==> config.mk <==
export PLATFORM = sky130hd
export DESIGN_NAME = csr_regs
export DESIGN_NICKNAME = d
export VERILOG_FILES = /design/src/rtl/csr_pkg.sv /design/src/rtl/csr_addr_decode.sv /design/src/rtl/csr_regs.sv
export SDC_FILE = /design/constraint.sdc
export NUM_CORES = 1
export LEC_CHECK = 0
export CORE_MARGIN = 2
export CORE_UTILIZATION = 60
export CTS_CLUSTER_DIAMETER = 120
export CTS_CLUSTER_SIZE = 30
export DETAILED_ROUTE_END_ITERATION = 7
export HOLD_SLACK_MARGIN = 0.03
export PLACE_DENSITY = 0.86
export SLEW_MARGIN = 30
export SYNTH_ARGS = -nofsm -noshare
export SYNTH_HDL_FRONTEND = slang
export SYNTH_SLANG_ARGS = --single-unit
export TNS_END_PERCENT = 10
==> constraint.sdc <==
create_clock -name clk -period 7 [get_ports clk]
set_clock_uncertainty 0.15 [all_clocks]
set_input_delay 1.4 -clock clk [delete_from_list [all_inputs] [get_ports clk]]
set_output_delay 1.4 -clock clk [all_outputs]
set_load 0.1 [all_outputs]
==> src/rtl/csr_pkg.sv <==
// csr_pkg: shared CSR addresses, write-mode encodings and mstatus constants
package csr_pkg;
   localparam logic [11:0] CSR_MSTATUS = 12'h300;
   localparam logic [11:0] CSR_MTVEC   = 12'h305;
   localparam logic [11:0] CSR_MEPC    = 12'h341;
   localparam logic [11:0] CSR_MCAUSE  = 12'h342;
   localparam logic [11:0] CSR_MTVAL   = 12'h343;
   localparam logic [11:0] CSR_MIP     = 12'h344;
   localparam logic [1:0] WSC_WRITE = 2'b01;
   localparam logic [1:0] WSC_SET   = 2'b10;
   localparam logic [1:0] WSC_CLR   = 2'b11;
   localparam logic [31:0] MSTATUS_RST  = 32'h0000_0088;
   localparam logic [31:0] MSTATUS_MASK = 32'h0000_1888;
   function automatic logic [31:0] wsc_apply(input logic [1:0] mode, input logic [31:0] old, input logic [31:0] wd);
      return mode == WSC_SET ? old | wd : mode == WSC_CLR ? old & ~wd : wd;
   endfunction
endpackage

==> src/rtl/csr_addr_decode.sv <==
// csr_addr_decode: maps a 12-bit CSR address to {valid, 4-bit index}
module csr_addr_decode (
   input  logic [11:0] addr,
   output logic        valid,
   output logic [3:0]  idx
);
   assign valid = addr[11:7] == 5'h06 && addr[5:3] == 3'b000;
   assign idx = {addr[6], addr[2:0]};
endmodule

==> src/rtl/csr_regs.sv <==
// csr_regs: 16 x 32-bit machine CSRs with write/set/clear; CSR_MSTATUS_MASK_EN masks mstatus writes
module csr_regs
   import csr_pkg::*;
(
   input  logic        clk,
   input  logic        rst,
   input  logic        csr_w,
   input  logic [11:0] raddr,
   input  logic [11:0] waddr,
   input  logic [31:0] wdata,
   input  logic [1:0]  csr_wsc_mode,
   output logic [31:0] rdata,
   output logic [31:0] mstatus
);
   logic [31:0] regs [16];
   logic        rv, wv;
   logic [3:0]  ridx, widx;
   logic [31:0] nv, wval;
   csr_addr_decode u_rdec (.addr(raddr), .valid(rv), .idx(ridx));
   csr_addr_decode u_wdec (.addr(waddr), .valid(wv), .idx(widx));
   assign nv = wsc_apply(csr_wsc_mode, regs[widx], wdata);
`ifdef CSR_MSTATUS_MASK_EN
   assign wval = widx == 4'd0 ? nv & MSTATUS_MASK : nv;
`else
   assign wval = nv;
`endif
   always_ff @(posedge clk) begin
      if (!rst)
         for (int i = 0; i < 16; i++) regs[i] <= i == 0 ? MSTATUS_RST : 32'h0;
      else if (csr_w && wv)
         regs[widx] <= wval;
   end
   assign rdata = rv ? regs[ridx] : 32'h0;
   assign mstatus = regs[0];
endmodule

==> flow_metrics.py, run 1 <==
metrics = {
    "run_status": {
        "outcome": "finished, final reports clean",
    },
    "finish": {
        "postLayoutCoreUtil_pct": 66.3,
        "largest-register": "regs",
        "reg_top3": "regs x512",
        "drive_gt1_share_pct": 25.5,
        "instances_no_fill": 2537,
        "syn_to_final_growth_pct": 8.63,
        "largest_reg_flops": 512,
        "finalNetCount": 1998,
        "nFillCells": 3010,
    },
    "route": {
        "drc": 0,
        "routedWlPerCell_um": 32.9,
        "first_pass_iters": 6,
        "vias": 19700,
        "first_iter_violations": 3704,
        "postRouteAntennaNets": 0,
        "routed_wirelength_um": 83500,
        "viasPerCell": 7.78,
    },
    "synthesis": {
        "synthTopCellsByArea": "edfxtp_1, mux4_2, nor2_1, mux2_2, nor3_1",
        "async_reset_ff_share_pct": 0,
        "ys_warn_count": 0,
        "syn_area_um2": 27800,
        "synth-seq-cells": 512,
        "synth_top_area_share_pct": 55.4,
        "synth_ff_type": "edfxtp_1",
        "syn_avg_cell_area_um2": 14.5,
        "syn_inst": 1917,
        "yosysSeqAreaShare_pct": 55.4,
        "yosys.area.top_type": "edfxtp_1",
        "synth_edf_count": 512,
        "ys_types": 41,
        "syn_nets": 1978,
    },
    "min_path": {
        "min_path_type": "flip-flop to flip-flop",
        "hold_depth": 4,
        "hold_path_startpoint": "regs[12][17]",
        "hold-path-endpoint": "regs[5][17]",
    },
    "timing": {
        "max_freq_ghz": 0.165,
        "relSlewSlack_pct": 29.3,
        "setup_viol": 0,
        "worst_pin_slew_ns": 1.06,
        "setup_ws_ns": 0.951,
        "min_period_ns": 6.05,
        "hold_viol": 0,
        "fin_tns_setup_ns": 0,
        "grt_setup_unrepaired": "no",
        "finalCritPeriodShare_pct": 86.4,
        "slew_violations": 0,
    },
    "global_route": {
        "grt_pass1_wl_um": 122000,
        "grt_max_degree": 102,
        "grt_pass1_vias": 19300,
        "grt_antenna_before_repair": 1,
        "grt_overflow": 0,
        "grtUsageTotal_pct": 34.8,
    },
    "pwr": {
        "p_leak_nw": 9.62,
        "clkPwrFrac_pct": 24.8,
        "power_mw": 5.96,
        "p_int_mw": 4.37,
        "power.switching_mw": 1.59,
        "power.share.combinational_pct": 16.1,
        "seq_power_share_pct": 59.1,
        "ir_drop_v": 0.000168,
        "switching_share_pct": 26.7,
        "power.density_nw_per_um2": 198,
    },
    "cts": {
        "clk_path_buf_depth": 3,
        "cts_tree": "done",
        "cts-root-buf": "clkbuf_16",
        "cts_setup_buffers": 0,
        "hold_buffers": 0,
        "ctsResizeCount": 0,
        "clk_latency_ns": 0.57,
        "cts.sinks": 512,
        "cts-htree-levels": 1,
        "numCtsBuffers": 21,
        "clk_pin_slew_ns": 0.12,
    },
    "placement": {
        "port_buffers": 124,
        "gp_congestion": 0.975,
        "pre_cts_ws_ns": 1.11,
        "dp_hpwl_um": 53200,
        "placedCellCount": 2514,
    },
    "worst_setup_path": {
        "regToRegStartpoint": "regs[0][8]",
        "critPathLaunchType": "input pin",
        "worstPathArrival_ns": 4.50,
        "max_stage_delay_ns": 0.64,
        "path_class": "input pin to primary output",
        "rrSetupSlack_ns": 4.60,
        "cp.depth": 7,
        "crit_path_start": "raddr[4]",
        "path_cells": "clkdlybuf4s50_1 > or3_1 > nor3_1 > nand2b_1 > buf_4 > o22ai_1 > buf_4",
        "reg2reg_depth": 4,
        "cp_max_fo": 17,
        "worstReg2RegEnd": "regs[2][8]",
        "cp_top_family": "simple AND/OR/NAND/NOR gates",
        "worst_path_max_delay_cell": "nor3_1",
        "path_buf_inv": 3,
        "cp.required_ns": 5.45,
        "end_kind": "primary output",
        "cp_common_cell": "buf_4",
    },
    "floorplanning": {
        "die_width_um": 219,
        "coreArea_um2": 45500,
        "ioPinCount": 125,
        "start_util_pct": 61.0,
        "die_h_um": 219,
        "die_area_um2": 48000,
        "rows": 78,
    },
    "job": {
        "maxCapViolations": 0,
    },
}
[how the worst max path moves through the flow]
stage             endpoint  slack [ns]
6_report         rdata[26]        0.95
5_1_grt          rdata[31]        0.91
4_1_cts          rdata[26]        1.11
3_5_place_dp     rdata[26]        1.11
3_3_place_gp     rdata[26]        1.20
2_1_floorplan  regs[11][0]        1.38
[cell usage after synthesis (all sizes together), types with 2 or more instances]
master,n
edfxtp,512
nor2,267
mux4,221
nor3,173
nor4,105
clkbuf,104
mux2,95
buf,80
mux2i,70
nand2,42
a21oi,33
o22ai,32
a211oi,29
a221o,29
nand3,29
o211ai,29
o21ai,15
a21o,13
nor2b,6
or2,4
nand2b,3
nand3b,3
nand4b,3
nor3b,3
a21bo,2
a222oi,2
a31oi,2
and2,2
and3,2
nand4bb,2
[worst reg2reg max path: stages, from the launching register on]
cell and delay [ns]:
edfxtp_1 0.46, mux4_2 0.49, mux2_2 0.35, a211oi_4 0.51, nor4_1 0.15
[cells by family after synthesis]
group | Yosys count | share of synthesized area (%)
AO/OA/AOI/OAI | 187 | 6.13
buffers and inverters | 184 | 2.97
AND/OR/NAND/NOR | 648 | 11.0
flip-flops | 512 | 55.4
multiplexers | 386 | 24.5
[through the flow]
| step | hold slack, ns | cell area (um2) |
|---|---|---|
| after floorplan | 0.666 | 27800 |
| after global placement | 0.732 | 29600 |
| after detailed placement | 0.768 | 29600 |
| after CTS | 0.796 | 30200 |
| after global routing | 0.896 | 30200 |
| final | 0.803 | 30200 |
[layer usage]
metal	track usage, %	share of wire, %
met5	0	0.011
met4	14.1	4.6
met3	12.0	18
met2	52.4	45
met1	47.0	32
[layout make-up]
class / instances / area [um2] / area share, %
diodes: 1 / 2.50 / 0.00830
clock buffers: 21 / 526 / 1.74
clock inverters: 1 / 30.0 / 0.0996
multi-input cells: 1221 / 11800 / 39.1
flip-flops and latches: 512 / 15400 / 51.0
well taps: 600 / 751 / 2.49
repair buffers: 181 / 1700 / 5.63
[power by group through the flow]
stage / Sequential [mW] / Clock, mW / Combinational, mW
floorplan: 3.62 / 0 / 0.585
global placement: 3.57 / 0 / 0.906
detailed placement: 3.59 / 0 / 0.928
CTS: 3.52 / 1.46 / 0.932
global route: 3.53 / 1.55 / 0.987
finish: 3.52 / 1.48 / 0.961
[layout by cell type (no fill, tap or decap), types with 2 or more instances in the layout]
cell type        Yosys  routed
or2_2                4       4
nand2b_1             3       2
a21oi_1             33      33
a21o_1              13      13
nand3_1             29      29
mux2i_1             70      70
nor3_1             173     173
nand3b_1             3       3
o21ai_4              0      15
edfxtp_1           512     512
and2_4               0       2
nand2_1             42      42
nor2b_1              6       4
mux4_2             221     221
a21bo_2              2       2
nor4_1             105     105
o211ai_1            29      29
buf_12               0       9
a222oi_1             2       2
nand4b_1             3       3
clkbuf_8             0       2
clkdlybuf4s50_1      0      85
a211oi_4            29      29
nor3b_1              3       2
mux2_4              15      15
buf_4                3      83
mux2_2              80      80
o22ai_1             32      32
clkbuf_16            0      21
and3_1               2       2
nor2_1             267     266
a221o_1             29      29
(Power assumes the default switching activity.)
==> run 2: changes to the inputs <==
--- a/config.mk
+++ b/config.mk
@@ -7,6 +7,7 @@
 export LEC_CHECK = 0
 export CORE_MARGIN = 2
 export CORE_UTILIZATION = 60
+export CTS_BUF_LIST = sky130_fd_sc_hd__clkbuf_8
 export CTS_CLUSTER_DIAMETER = 120
 export CTS_CLUSTER_SIZE = 30
 export DETAILED_ROUTE_END_ITERATION = 7
==> run 2 against run 1 <==
  * Sequential cell count did not move
  * Sequential power hardly changed
  * Wire length fell by 0.84%
  * Via count shrank 0.41%
  * Register-to-register slack improved by 0.02 ns
  * Die area did not move
  * Hold slack improved by 0.0054 ns
  * Global-route usage fell by 0.18 points
  * Critical path type unchanged
  * Critical endpoint is now rdata[31]
  * Largest cell class unchanged
==> flow_metrics.py, run 2 (same netlist as run 1, synthesis figures left out) <==
metrics = {
    "finish": {
        "layout_commonest_cell": "edfxtp_1",
        "nFillCells": 3065,
        "reg_top3": "regs x512",
        "syn_to_final_growth_pct": 7.78,
        "layout_common_cells": "edfxtp_1, nor2_1, mux4_2",
        "drive_gt1_share_pct": 25.5,
        "instances_no_fill": 2537,
        "largest-register": "regs",
        "finalNetCount": 1998,
        "largest_reg_flops": 512,
    },
    "floorplanning": {
        "die_h_um": 219,
        "die_area_um2": 48000,
        "coreArea_um2": 45500,
        "start_util_pct": 61.0,
        "die_width_um": 219,
        "rows": 78,
        "ioPinCount": 125,
    },
    "run_status": {
        "outcome": "finished, final reports clean",
    },
    "cts": {
        "cts-htree-levels": 1,
        "clk_latency_ns": 0.66,
        "numCtsBuffers": 21,
        "cts_setup_buffers": 0,
        "clk_pin_slew_ns": 0.18,
        "clk_path_buf_depth": 3,
        "cts.sinks": 512,
        "cts_tree": "done",
        "hold_buffers": 0,
        "cts-root-buf": "clkbuf_8",
        "ctsResizeCount": 0,
    },
    "timing": {
        "slew_violations": 0,
        "hold_viol": 0,
        "min_period_ns": 6.20,
        "setup_viol": 0,
        "grt_setup_unrepaired": "no",
        "max_freq_ghz": 0.161,
        "relSlewSlack_pct": 28.5,
        "worst_pin_slew_ns": 1.07,
        "fin_tns_setup_ns": 0,
        "finalCritPeriodShare_pct": 88.5,
    },
    "pwr": {
        "p_int_mw": 4.10,
        "seq_power_share_pct": 62.3,
        "switching_share_pct": 27.5,
        "power.density_nw_per_um2": 189,
        "power.switching_mw": 1.55,
        "clkPwrFrac_pct": 20.7,
        "ir_drop_v": 0.000116,
        "p_leak_nw": 9.51,
        "power.share.combinational_pct": 17.0,
    },
    "route": {
        "viasPerCell": 7.75,
        "routedWlPerCell_um": 32.6,
        "postRouteAntennaNets": 0,
        "drc": 0,
        "first_pass_iters": 6,
        "routed_wirelength_um": 82800,
        "vias": 19700,
        "first_iter_violations": 3763,
    },
    "worst_setup_path": {
        "cp.required_ns": 5.45,
        "path_class": "input pin to primary output",
        "cp_max_fo": 17,
        "end_kind": "primary output",
        "worstPathArrival_ns": 4.65,
        "critPathLaunchType": "input pin",
    },
    "min_path": {
        "min_path_type": "flip-flop to flip-flop",
    },
    "placement": {
        "dp_hpwl_um": 53200,
        "placedCellCount": 2514,
        "gp_congestion": 0.975,
        "port_buffers": 124,
    },
    "global_route": {
        "grt_pass1_vias": 19300,
        "grtUsageTotal_pct": 34.6,
        "grt_antenna_before_repair": 0,
        "grt_overflow": 0,
        "grt_pass1_wl_um": 122000,
        "grt_max_degree": 102,
    },
    "job": {
        "maxCapViolations": 0,
    },
}
run 2: changes by cell type in the layout (fill, tap and decap cells not counted):
| cell | previous run | this run |
|---|---|---|
| clkbuf_8 | 2 | 23 |
| clkbuf_16 | 21 | 0 |
run 2: worst max-delay path, stage by stage:
cell and delay, ns:
clkdlybuf4s50_1 0.39, or3_1 0.37, nor3_1 0.64, nand2b_1 0.56, buf_4 0.38, o22ai_1 0.49
buf_4 0.41
run 2: worst paths after layout:
check                                   from     endpoint  slack (ns)  depth (start not counted)
worst max-delay path                raddr[4]    rdata[31]        0.80                          7
worst max register to register    regs[0][8]   regs[2][8]        4.62                          4
worst min-delay path            regs[12][17]  regs[5][17]        0.81                          4
worst min register to register  regs[12][17]  regs[5][17]        0.81                          4
run 2: final cells by class:
class	count	area, um2	area share, %
Sequential cell	512	15400	51.4
Multi-Input combinational cell	1221	11800	39.4
Timing Repair Buffer	181	1700	5.67
Tap cell	600	751	2.51
Clock buffer	21	289	0.966
Clock inverter	1	30.0	0.100
Antenna cell	1	2.50	0.00836
run 2: power by group through the flow:
| stage | clock, mW | sequential (mW) | combinational [mW] |
|---|---|---|---|
| global placement | 0 | 3.57 | 0.906 |
| global route | 1.24 | 3.53 | 0.986 |
| detailed placement | 0 | 3.59 | 0.928 |
| finish | 1.17 | 3.52 | 0.961 |
| floorplan | 0 | 3.62 | 0.585 |
| CTS | 1.15 | 3.52 | 0.930 |
run 2: per-layer routing:
layer,vias up,wire length (um),track usage [%]
met4,0,3350,13.3
met3,295,15000,12.3
met2,2018,37800,52.2
met1,9599,26600,46.7
met5,-,0,0
li1,7757,-,-
run 2: stage by stage:
stage               hold slack, ns  utilization (%)  instance area [um2]  worst slack (ns)  power (mW)
finish                       0.809             65.8                29900             0.802        5.66
global route                 0.904             65.8                29900             0.827        5.76
CTS                          0.800             65.8                29900              1.11        5.60
detailed placement           0.768             65.1                29600              1.11        4.52
global placement             0.732             65.1                29600              1.20        4.48
floorplan                    0.666                -                27800              1.38        4.20
